==> config.mk <==
export PLATFORM = sky130hd
export DESIGN_NAME = multicycle_ctrl
export DESIGN_NICKNAME = d
export VERILOG_FILES = /design/src/rtl/riscv_pkg.sv /design/src/rtl/opcode_dec.sv /design/src/rtl/multicycle_ctrl.sv
export SDC_FILE = /design/constraint.sdc
export NUM_CORES = 1
export LEC_CHECK = 0
export BUFFER_PORTS_ARGS = -buffer_cell sky130_fd_sc_hd__buf_4
export CORE_ASPECT_RATIO = 1.5
export CORE_MARGIN = 2
export CORE_UTILIZATION = 57
export DETAILED_ROUTE_END_ITERATION = 6
export PLACE_DENSITY = 0.85
export SYNTH_ARGS = -nofsm -noshare
export SYNTH_HDL_FRONTEND = slang
export SYNTH_HIERARCHICAL = 1
export SYNTH_SLANG_ARGS = --single-unit
==> constraint.sdc <==
create_clock -name clk -period 7.85 [get_ports clk]
set_input_delay 0.785 -clock clk [delete_from_list [all_inputs] [get_ports clk]]
set_output_delay 0.785 -clock clk [all_outputs]
set_load 0.005 [all_outputs]
==> src/rtl/riscv_pkg.sv <==
// Shared definitions for the multicycle control path: opcodes, FSM states,
// immediate formats, instruction classes and the write-back/PC select codes.
package riscv_pkg;

  localparam logic [6:0] OP_R      = 7'b0110011;
  localparam logic [6:0] OP_IMM    = 7'b0010011;
  localparam logic [6:0] OP_LOAD   = 7'b0000011;
  localparam logic [6:0] OP_STORE  = 7'b0100011;
  localparam logic [6:0] OP_BRANCH = 7'b1100011;
  localparam logic [6:0] OP_JAL    = 7'b1101111;
  localparam logic [6:0] OP_JALR   = 7'b1100111;
  localparam logic [6:0] OP_LUI    = 7'b0110111;
  localparam logic [6:0] OP_AUIPC  = 7'b0010111;

  typedef enum logic [2:0] {
    ST_FETCH, ST_DECODE, ST_EXEC, ST_MEM, ST_WB, ST_TRAP
  } state_t;

  typedef enum logic [2:0] {
    IMM_NONE = 3'd0, IMM_I = 3'd1, IMM_S = 3'd2, IMM_B = 3'd3, IMM_U = 3'd4, IMM_J = 3'd5
  } imm_sel_t;

  typedef enum logic [3:0] {
    FMT_R, FMT_ALUI, FMT_LOAD, FMT_STORE, FMT_BRANCH,
    FMT_JAL, FMT_JALR, FMT_LUI, FMT_AUIPC, FMT_ILLEGAL
  } fmt_t;

  localparam logic [1:0] WB_ALU = 2'b00;
  localparam logic [1:0] WB_MEM = 2'b01;
  localparam logic [1:0] WB_PC4 = 2'b10;
  localparam logic [1:0] WB_IMM = 2'b11;

  localparam logic [1:0] PC_PLUS4 = 2'b00;
  localparam logic [1:0] PC_IMM   = 2'b01;
  localparam logic [1:0] PC_ALU   = 2'b10;

endpackage

==> src/rtl/opcode_dec.sv <==
// Combinational opcode classifier: instruction class, immediate format and
// a legal flag for the control FSM.
module opcode_dec
  import riscv_pkg::*;
(
  input  logic [6:0] opcode,
  output logic [3:0] fmt,
  output logic [2:0] imm_sel,
  output logic       legal
);

  always_comb begin
    fmt     = FMT_ILLEGAL;
    imm_sel = IMM_NONE;
    legal   = 1'b1;
    case (opcode)
      OP_R:      fmt = FMT_R;
      OP_IMM:    begin fmt = FMT_ALUI;   imm_sel = IMM_I; end
      OP_LOAD:   begin fmt = FMT_LOAD;   imm_sel = IMM_I; end
      OP_STORE:  begin fmt = FMT_STORE;  imm_sel = IMM_S; end
      OP_BRANCH: begin fmt = FMT_BRANCH; imm_sel = IMM_B; end
      OP_JAL:    begin fmt = FMT_JAL;    imm_sel = IMM_J; end
      OP_JALR:   begin fmt = FMT_JALR;   imm_sel = IMM_I; end
      OP_LUI:    begin fmt = FMT_LUI;    imm_sel = IMM_U; end
      OP_AUIPC:  begin fmt = FMT_AUIPC;  imm_sel = IMM_U; end
      default:   legal = 1'b0;
    endcase
  end

endmodule

==> src/rtl/multicycle_ctrl.sv <==
// Multicycle RV32I control FSM: FETCH/DECODE/EXEC/MEM/WB sequencing with a
// sticky TRAP state and a retired-instruction counter.
module multicycle_ctrl
  import riscv_pkg::*;
(
  input  logic        clk,
  input  logic        reset,
  input  logic [6:0]  opcode,
  input  logic        imem_ready,
  input  logic        dmem_ready,
  input  logic        br_cond,
  output logic        imem_req,
  output logic        ir_we,
  output logic        dmem_req,
  output logic        dmem_we,
  output logic        reg_we,
  output logic        alu_src_imm,
  output logic [1:0]  wb_sel,
  output logic [2:0]  imm_sel,
  output logic        pc_we,
  output logic [1:0]  pc_sel,
  output logic        trap,
  output logic [31:0] retired
);

  state_t      state, state_nxt;
  logic [31:0] retired_q;
  logic [3:0]  fmt;
  logic [2:0]  dec_imm;
  logic        legal;

  opcode_dec u_dec (
    .opcode  (opcode),
    .fmt     (fmt),
    .imm_sel (dec_imm),
    .legal   (legal)
  );

  always_comb begin
    state_nxt   = state;
    imem_req    = 1'b0;
    ir_we       = 1'b0;
    dmem_req    = 1'b0;
    dmem_we     = 1'b0;
    reg_we      = 1'b0;
    alu_src_imm = 1'b0;
    wb_sel      = WB_ALU;
    imm_sel     = IMM_NONE;
    pc_we       = 1'b0;
    pc_sel      = PC_PLUS4;
    trap        = 1'b0;
    case (state)
      ST_FETCH: begin
        imem_req = 1'b1;
        if (imem_ready) begin
          ir_we     = 1'b1;
          state_nxt = ST_DECODE;
        end
      end
      ST_DECODE: begin
        imm_sel   = dec_imm;
        state_nxt = legal ? ST_EXEC : ST_TRAP;
      end
      ST_EXEC: begin
        imm_sel     = dec_imm;
        alu_src_imm = !((fmt == FMT_R) || (fmt == FMT_BRANCH));
        if (fmt == FMT_BRANCH) begin
          // a not-taken branch still retires, so the PC advances either way
          pc_we     = 1'b1;
          pc_sel    = br_cond ? PC_IMM : PC_PLUS4;
          state_nxt = ST_FETCH;
        end else if ((fmt == FMT_LOAD) || (fmt == FMT_STORE)) begin
          state_nxt = ST_MEM;
        end else begin
          state_nxt = ST_WB;
        end
      end
      ST_MEM: begin
        imm_sel  = dec_imm;
        dmem_req = 1'b1;
        dmem_we  = (fmt == FMT_STORE);
        if (dmem_ready) begin
          pc_we     = (fmt == FMT_STORE);
          state_nxt = (fmt == FMT_STORE) ? ST_FETCH : ST_WB;
        end
      end
      ST_WB: begin
        imm_sel   = dec_imm;
        reg_we    = 1'b1;
        pc_we     = 1'b1;
        state_nxt = ST_FETCH;
        case (fmt)
          FMT_LOAD: wb_sel = WB_MEM;
          FMT_JAL:  begin wb_sel = WB_PC4; pc_sel = PC_IMM; end
          FMT_JALR: begin wb_sel = WB_PC4; pc_sel = PC_ALU; end
          FMT_LUI:  wb_sel = WB_IMM;
          default:  wb_sel = WB_ALU;
        endcase
      end
      ST_TRAP: trap = 1'b1;
      default: state_nxt = ST_FETCH;
    endcase
    // Reset is synchronous, so the state may still be anywhere; hold every output quiet.
    if (!reset) begin
      imem_req    = 1'b0;
      ir_we       = 1'b0;
      dmem_req    = 1'b0;
      dmem_we     = 1'b0;
      reg_we      = 1'b0;
      alu_src_imm = 1'b0;
      wb_sel      = WB_ALU;
      imm_sel     = IMM_NONE;
      pc_we       = 1'b0;
      pc_sel      = PC_PLUS4;
      trap        = 1'b0;
    end
  end

  always_ff @(posedge clk) begin
    if (!reset) begin
      state     <= ST_FETCH;
      retired_q <= 32'd0;
    end else begin
      state <= state_nxt;
      if (pc_we) retired_q <= retired_q + 32'd1;
    end
  end

  assign retired = retired_q;

endmodule

Word-level counts from Yosys, hierarchy flattened
Cells that the tools add are included.
Cells by class
  add/sub/neg operators: 1
  equal/unequal tests: 22
  multiplexer cells: 39
  bitwise operators: 1
  reductions and logical operators: 11
Operators with widths (number)
  4-bit case mux with 9 select lines: 1
  32-bit by 1-bit adder with 32-bit output, second input constant: 1
  3-bit case mux with 5 select lines: 2
  3-bit 2-to-1 mux: 8
  7-bit by 6-bit == test with 1-bit output, second input constant: 3
  7-bit == test, second input constant: 3
  1-bit 2-to-1 mux: 21
  4-bit by 3-bit == test with 1-bit output, second input constant: 4
  7-bit by 5-bit == test with 1-bit output, second input constant: 2
  9-bit OR reduction: 1
  4-bit by 2-bit == test with 1-bit output, second input constant: 2
  2-bit case mux with 2 select lines: 2
  7-bit by 2-bit == test with 1-bit output, second input constant: 1
  3-bit by 2-bit == test with 1-bit output, second input constant: 2
  3-bit == test, second input constant: 2
  2-bit 2-to-1 mux: 3
  2-bit case mux with 3 select lines: 1
  4-bit logical NOT: 1
  2-bit != test, second input constant: 2
  2-bit OR reduction: 2
  4-bit OR reduction: 1
  3-bit by 1-bit == test with 1-bit output, second input constant: 1
  3-bit logical NOT: 1
  1-bit case mux with 3 select lines: 1
  5 further kinds: 6
Word-level totals
  register bits after elaboration: 35
  output and inout bits: 47
  word-level logic and storage cells: 76

Longest topological paths before layout
Gate-level depths: netlist of run 1.
  depth in word-level cells: 7
  mapped depth: 11
  depth with buffers taken out: 8

Modules after synthesis
Netlist of run 1, hierarchy kept.
By module, submodules not included
  multicycle_ctrl: instances 1, cells each 245, area each 2042.0 um^2, sequential area each 700.7 um^2
  opcode_dec: instances 1, cells each 32, area each 198.9 um^2, sequential area each 0.0 um^2

Worst setup path after synthesis of run 1
OpenSTA, ideal clock, no wires.
  path kind: input port to output port
  start: input opcode[2]
  end: output pc_we
  arrival: 2.581 ns
  required time: 7.065 ns
  path slack: 4.484 ns
  cell stages on the path: 9
  path through: buf_4 -> xor2_1 -> or3_1 -> a211o_1 -> buf_6 -> nor3_2 -> a32oi_2 -> clkbuf_1 -> a21oi_1
On the way
  cells in the longest elaborated chain, start to end: 6
Ends and longest elaborated chain
  from (decl): RTL line multicycle_ctrl.sv:8  | input logic [6:0] opcode,
  7-bit by 5-bit == test with 1-bit output, or another cell as far along: RTL line opcode_dec.sv:16  | case (opcode)
  4-bit case mux with 9 select lines *: RTL line opcode_dec.sv:16
  net fmt[0]: RTL line multicycle_ctrl.sv:28  | logic [3:0] fmt;
  4-bit by 2-bit == test with 1-bit output / 4-bit by 3-bit == test with 1-bit output (equally long branches): RTL line multicycle_ctrl.sv:83, multicycle_ctrl.sv:67
  1-bit 2-to-1 mux (on tied branches): RTL line multicycle_ctrl.sv:82, multicycle_ctrl.sv:67
  1-bit case mux with 3 select lines *: RTL line multicycle_ctrl.sv:52  | case (state)
  1-bit 2-to-1 mux *: RTL line multicycle_ctrl.sv:104  | if (!reset) begin
  to (decl): RTL line multicycle_ctrl.sv:20  | output logic pc_we,
Mark *: on every way through the listed nets, which the timed path passes. The rest lies on a longest branch.

Final worst setup path of run 1
  start: input opcode[4]
  end: output pc_we
Same word-level chain as after synthesis.

==> flow_summary.json, run 1 <==
{
  "status": "completed",
  "cp-end-kind": "output pin",
  "cts_tree": "built",
  "power.share.clock": 0.345,
  "synth_area_um2": 2240,
  "post_cts_resized": 0,
  "startpoint_type": "input pin",
  "synth.distinct_cells": 49,
  "synth_top_area_frac": 0.313,
  "setup_violations": 0,
  "ys_seq_area_frac": 0.313,
  "p_seq_frac": 0.543,
  "fmax_ghz": 0.271,
  "detail-route-antenna-nets": 0,
  "synthCells": 277,
  "leakage_nw": 0.971,
  "fin_crit_ps": 3690,
  "synth_nets": 290,
  "diodes": 0,
  "place.detailed.hpwl_um": 3870,
  "vdd_drop_max_uv": 139,
  "tns_ps": 0,
  "die_w_um": 55.2,
  "routabilityCongestion": 0.785,
  "finClkSkew_ps": 3.92,
  "ys_ff_latch": 35,
  "avgRoutedWirePerCell_um": 14.4,
  "cp_num_buf_inv": 2,
  "clockBufferDepth": 2,
  "row_count": 27,
  "cp_max_fo": 28,
  "drt_wl_total_um": 5310,
  "grt_pass1_wl_um": 8510,
  "maxSlewHeadroom": 0.546,
  "layout.nets": 340,
  "power.density_nw_per_um2": 124,
  "p_int_mw": 0.254,
  "path_class": "in2out",
  "crit_path_max_incr_delay_ps": 530,
  "maxCapViolCount": 0,
  "routed_via_density": 5.98,
  "grt_start_max_net_pins": 29,
  "worst_slack_ps": 4160,
  "p_sw_mw": 0.0844,
  "synth_area_leaders": "dfxtp_1 31%, xnor2_1 9.4%, nor2_1 5.5%",
  "period_share": 0.471,
  "synth.avg_cell_area_um2": 8.09,
  "post-route-util": 0.734,
  "cp_cell_sequence": "buf_4, nor3_1, a31oi_1, nor3_1, nor3b_2, nand4_4, a21oi_1, buf_4",
  "final_cell_mix": "60 x buf_4, 35 x dfxtp_1, 33 x nor2_1, 24 x xnor2_1, 19 x nand2_1",
  "areaGrowthSynthToFinish_pct": 21.7,
  "crit_arrival_ps": 2910,
  "drive_above_1_share": 0.233,
  "track_usage": 0.253,
  "holdWs_ps": 477,
  "r2r-start": "state[1]",
  "cp_slowest_cell": "nor3_1",
  "p_sw_frac": 0.249,
  "dr_total_vias": 2208,
  "clk_latency_ps": 280,
  "cts_setup_buffers": 0,
  "drc": 0,
  "cts-hold-fix-buffers": 0,
  "grt_pass1_vias": 1918,
  "p_comb_frac": 0.111,
  "drt_iter0_drc": 67,
  "p_total_mw": 0.339,
  "ys_warn_count": 6,
  "grt_antenna_before_repair": 0,
  "die_h_um": 80.8,
  "required_ps": 7070,
  "port_buffers": 58,
  "synth_area_leader_cell": "dfxtp_1",
  "cts_made_buffers": 5,
  "ctsRootBufferMaster": "clkbuf_8",
  "clkSlewWorstSetupHoldPaths_ps": 60,
  "grt-ovfl-total": 0,
  "die_area_um2": 4460,
  "rsz0062_at_grt": "no",
  "cts.sinks": 35,
  "critPathTopFamily": "simple AND/OR/NAND/NOR gates",
  "critPathLaunch": "opcode[4]",
  "slew_viol_final": 0,
  "firstDrtPassIters": 4,
  "final-hold-violation-count": 0,
  "dp_worst_setup_slack_ps": 4170,
  "min-delay-start": "retired[31]",
  "ctsHtreeMaxLevel": 2,
  "min_path_type": "reg2reg",
  "core_area_um2": 3720,
  "tightest_slew_ps": 677,
  "initial_core_util": 0.603,
  "ios": 59,
  "layout_commonest_cell": "buf_4"
}
==> final timing paths <==
kind	end	slack (ps)	cells past startpoint
max	pc_we	4160	8
min	retired[31]	480	2
max reg2reg	retired[30]	5510	5
min reg2reg	retired[31]	480	2
==> metal layers <==
| metal | global-route usage | vias to the layer above | wire length, um | share of wire |
|---|---|---|---|---|
| met5 | 0 | - | 0 | 0 |
| met2 | 0.432 | 63 | 2880 | 0.54 |
| met4 | 0.110 | 0 | 99 | 0.019 |
| li1 | - | 1098 | - | - |
| met1 | 0.306 | 1036 | 2090 | 0.39 |
| met3 | 0.0349 | 11 | 232 | 0.044 |
==> logic make-up (layout without fill, tap and decap cells) <==
family                   count (synthesis)  after routing  synth area share
AND/OR/NAND/NOR                        128            128             0.313
flip-flops                              35             35             0.313
buffers and inverters                   25             74            0.0536
multiplexers                             3              3            0.0134
AO/OA/AOI/OAI                           57             57             0.193
adder cells (fa/ha/maj)                  1              1           0.00558
XOR/XNOR                                28             28             0.109
==> synth_stat cells, drive strengths merged <==
cell type and n:
inv 8, a2111o 1, and2 6, nand3b 1, a21boi 1, dfxtp 35, nor4 4, and3 3
xor2 4, a21o 1, a32oi 2, nor3 10, nand2 19, or3 4, a2bb2oi 1, nor3b 4
nand4 8, buf 9, ha 1, nor2b 4, and2b 1, mux2i 3, nand2b 10, o21ai 8
clkbuf 8, a21oi 15, xnor2 24, nand3 15, a311oi 1, o31ai 1, and4 5, a31oi 2
a211oi 12, a31o 1, a2111oi 9, nor2 33, a211o 1, nor4bb 1, a21bo 1
==> registers in the layout (all words and copies together) (netlist names) <==
signal,cells
retired,32
state,3
==> stage by stage <==
step                std cells  cell area [um2]
global route              369             2730
floorplan                 277             2240
finish                    369             2730
CTS                       369             2730
detailed placement        363             2660
global placement          363             2660
==> power groups by stage <==
stage | clock network (mW) | registers [mW] | logic (mW)
2_1_floorplan | 0 | 0.185 | 0.0281
3_3_place_gp | 0 | 0.188 | 0.0368
3_5_place_dp | 0 | 0.188 | 0.0373
4_1_cts | 0.119 | 0.184 | 0.0374
5_1_grt | 0.124 | 0.184 | 0.0423
6_report | 0.117 | 0.184 | 0.0377
==> worst register-to-register path: stages, from the launching register on <==
cell and delay, ps:
dfxtp_1 500, nor2b_4 310, nand4_4 400, a2111o_1 570
or3_1 340, a21oi_1 150
==> final cells by class <==
| class | instances | area (um2) |
|---|---|---|
| inverters | 8 | 30.0 |
| clock buffers | 6 | 72.6 |
| multi-input cells | 217 | 1420 |
| fillers | 316 | 988 |
| flip-flops and latches | 35 | 701 |
| well taps | 43 | 53.8 |
| repair buffers | 60 | 450 |
Note: power is estimated with default switching activity, not from simulation.
==> inputs of run 2 (changes only) <==
ABC_AREA = 1   (was unset)
CORE_UTILIZATION = 49   (was 57)
PLACE_DENSITY = 0.77   (was 0.85)
clock period = 3.2 ns   (was 7.85 ns; I/O delays follow)
==> run 2 against run 1 <==
Clock power grew to 2.8 times the previous value. Sequential share of layout area fell by 3.1 points. Worst hold slack lost 58 ps. Combinational power grew to 3.5 times the previous value. Critical path depth rose by 9.
==> flow_summary.json, run 2 <==
{
  "port_buffers": 58,
  "fillers": 533,
  "r2r-end": "retired[25]",
  "grt-ovfl-total": 0,
  "r2r_setup_slack_ps": 1420,
  "synthArstFlopShare": 0,
  "ys_ff_latch": 35,
  "dp_cells": 551,
  "power.share.clock": 0.361,
  "rsz0062_at_grt": "no",
  "place_area_um2": 3010,
  "worst_slack_ps": 584,
  "ios": 59,
  "synth_common_cells": "112 x nand2_1, 90 x nor2_1, 58 x inv_1, 35 x dfxtp_1, 30 x nand3_1",
  "synth.avg_cell_area_um2": 5.86,
  "ctsRootBufferMaster": "clkbuf_8",
  "ys_seq_area_frac": 0.277,
  "maxCapViolCount": 0,
  "clk_latency_ps": 290,
  "layout.nets": 503,
  "p_int_mw": 0.658,
  "clockBufferDepth": 2,
  "row_count": 32,
  "cts-hold-fix-buffers": 0,
  "setup_violations": 0,
  "fin_area_um2": 3100,
  "drive_above_1_share": 0.212,
  "track_usage": 0.230,
  "p_total_mw": 0.917,
  "p_sw_frac": 0.282,
  "grt_antenna_before_repair": 0,
  "drt_wl_total_um": 6460,
  "post-route-util": 0.615,
  "synthCells": 432,
  "ctsHtreeMaxLevel": 2,
  "place.detailed.hpwl_um": 4960,
  "dr_total_vias": 2802,
  "endpoint": "pc_we",
  "finClkSkew_ps": 10.9,
  "power.density_nw_per_um2": 296,
  "post_cts_resized": 0,
  "firstDrtPassIters": 4,
  "crit_arrival_ps": 2300,
  "cp-end-kind": "output pin",
  "synth.distinct_cells": 32,
  "p_seq_frac": 0.496,
  "synth_top_area_frac": 0.277,
  "clkSlewWorstSetupHoldPaths_ps": 80,
  "dp_worst_setup_slack_ps": 602,
  "routed_via_density": 5.02,
  "layout_commonest_cell": "nand2_1",
  "ys.flop_type": "dfxtp_1",
  "min_path_type": "in2reg",
  "drt_iter0_drc": 171,
  "synth_most_common_cell": "nand2_1",
  "diodes": 0,
  "fmax_ghz": 0.382,
  "grt_pass1_vias": 2613,
  "cts_setup_buffers": 0,
  "avgRoutedWirePerCell_um": 11.6,
  "core_area_um2": 5040,
  "synth_nets": 445,
  "layoutNonFillerInstCount": 558,
  "vdd_drop_max_uv": 149,
  "cts_tree": "built",
  "synth_area_leaders": "dfxtp_1 28%, nand2_1 17%, nor2_1 13%",
  "path_class": "in2out",
  "synth_edf_count": 0,
  "synth_area_leader_cell": "dfxtp_1",
  "areaGrowthSynthToFinish_pct": 22.5,
  "initial_core_util": 0.502,
  "largest_reg_flops": 32,
  "die_area_um2": 5770,
  "status": "completed",
  "detail-route-antenna-nets": 0,
  "drc": 0,
  "synth_area_um2": 2530,
  "cp_max_fo": 25,
  "p_comb_frac": 0.143,
  "grt_pass1_wl_um": 10800,
  "tns_ps": 0,
  "ys_warn_count": 6,
  "tightest_slew_ps": 579,
  "die_w_um": 62.7,
  "startpoint_type": "input pin",
  "fin_crit_ps": 2620,
  "slew_viol_final": 0,
  "die_h_um": 92.0,
  "required_ps": 2880,
  "r2r-start": "state[1]",
  "p_sw_mw": 0.259,
  "maxSlewHeadroom": 0.614,
  "critPathLaunch": "opcode[3]",
  "routabilityCongestion": 0.912,
  "final_cell_mix": "112 x nand2_1, 90 x nor2_1, 59 x buf_4, 58 x inv_1, 35 x dfxtp_1",
  "cts_made_buffers": 5,
  "final-hold-violation-count": 0,
  "reg2reg_depth": 7,
  "leakage_nw": 1.43,
  "period_share": 0.818,
  "cts.sinks": 35,
  "grt_start_max_net_pins": 31,
  "holdWs_ps": 419
}
## run 2: cells by family after synthesis
group,share of synthesized area
AND/OR/NAND/NOR,0.519
buffers and inverters,0.110
adder cells (fa/ha/maj),0.00494
XOR/XNOR,0.00692
flip-flops,0.277
AO/OA/AOI/OAI,0.0820
## run 2: worst min-delay path by stage
| stage | endpoint | start | cells past startpoint | slack, ps |
|---|---|---|---|---|
| after floorplan | retired[18] | retired[18] | 2 | 500 |
| after global placement | retired[18] | retired[18] | 2 | 520 |
| after detailed placement | retired[31] | retired[31] | 4 | 530 |
| after CTS | retired[22] | reset | 3 | 420 |
| after global routing | retired[16] | reset | 3 | 440 |
| final | retired[19] | reset | 3 | 420 |
## run 2: final cells by class
| class | count | area, um2 | area share |
|---|---|---|---|
| well taps | 68 | 85.1 | 0.0274 |
| multi-input cells | 327 | 1550 | 0.501 |
| flip-flops and latches | 35 | 701 | 0.226 |
| clock inverters | 1 | 5.00 | 0.00161 |
| repair buffers | 59 | 443 | 0.143 |
| clock buffers | 6 | 82.6 | 0.0266 |
| inverters | 62 | 233 | 0.0750 |
## run 2: power groups by stage
stage | Sequential (mW) | Combinational (mW) | Clock (mW)
2_1_floorplan | 0.462 | 0.0904 | 0
3_3_place_gp | 0.464 | 0.129 | 0
3_5_place_dp | 0.465 | 0.130 | 0
4_1_cts | 0.454 | 0.131 | 0.336
5_1_grt | 0.456 | 0.149 | 0.351
6_report | 0.455 | 0.131 | 0.331
## run 2: critical path, stage by stage
cell and delay [ps]:
buf_4 120, inv_1 60, nand2_1 40, nor2_1 170, nand2_2 110, nand2_1 90, nor2_2 40, nand2_2 70
nand2_1 100, inv_1 70, nand2_1 120, nor2_2 200, nand2_2 90, nand3_4 280, nand2_1 180, inv_2 110
buf_4 110
## run 2: layer usage
layer / GRT usage / vias up / part of all wire / routed length [um]
li1: - / 1468 / - / -
met1: 0.229 / 1247 / 0.39 / 2530
met2: 0.441 / 67 / 0.54 / 3460
met3: 0.0368 / 20 / 0.035 / 228
met4: 0.135 / 0 / 0.036 / 231
met5: 0 / - / 0 / 0
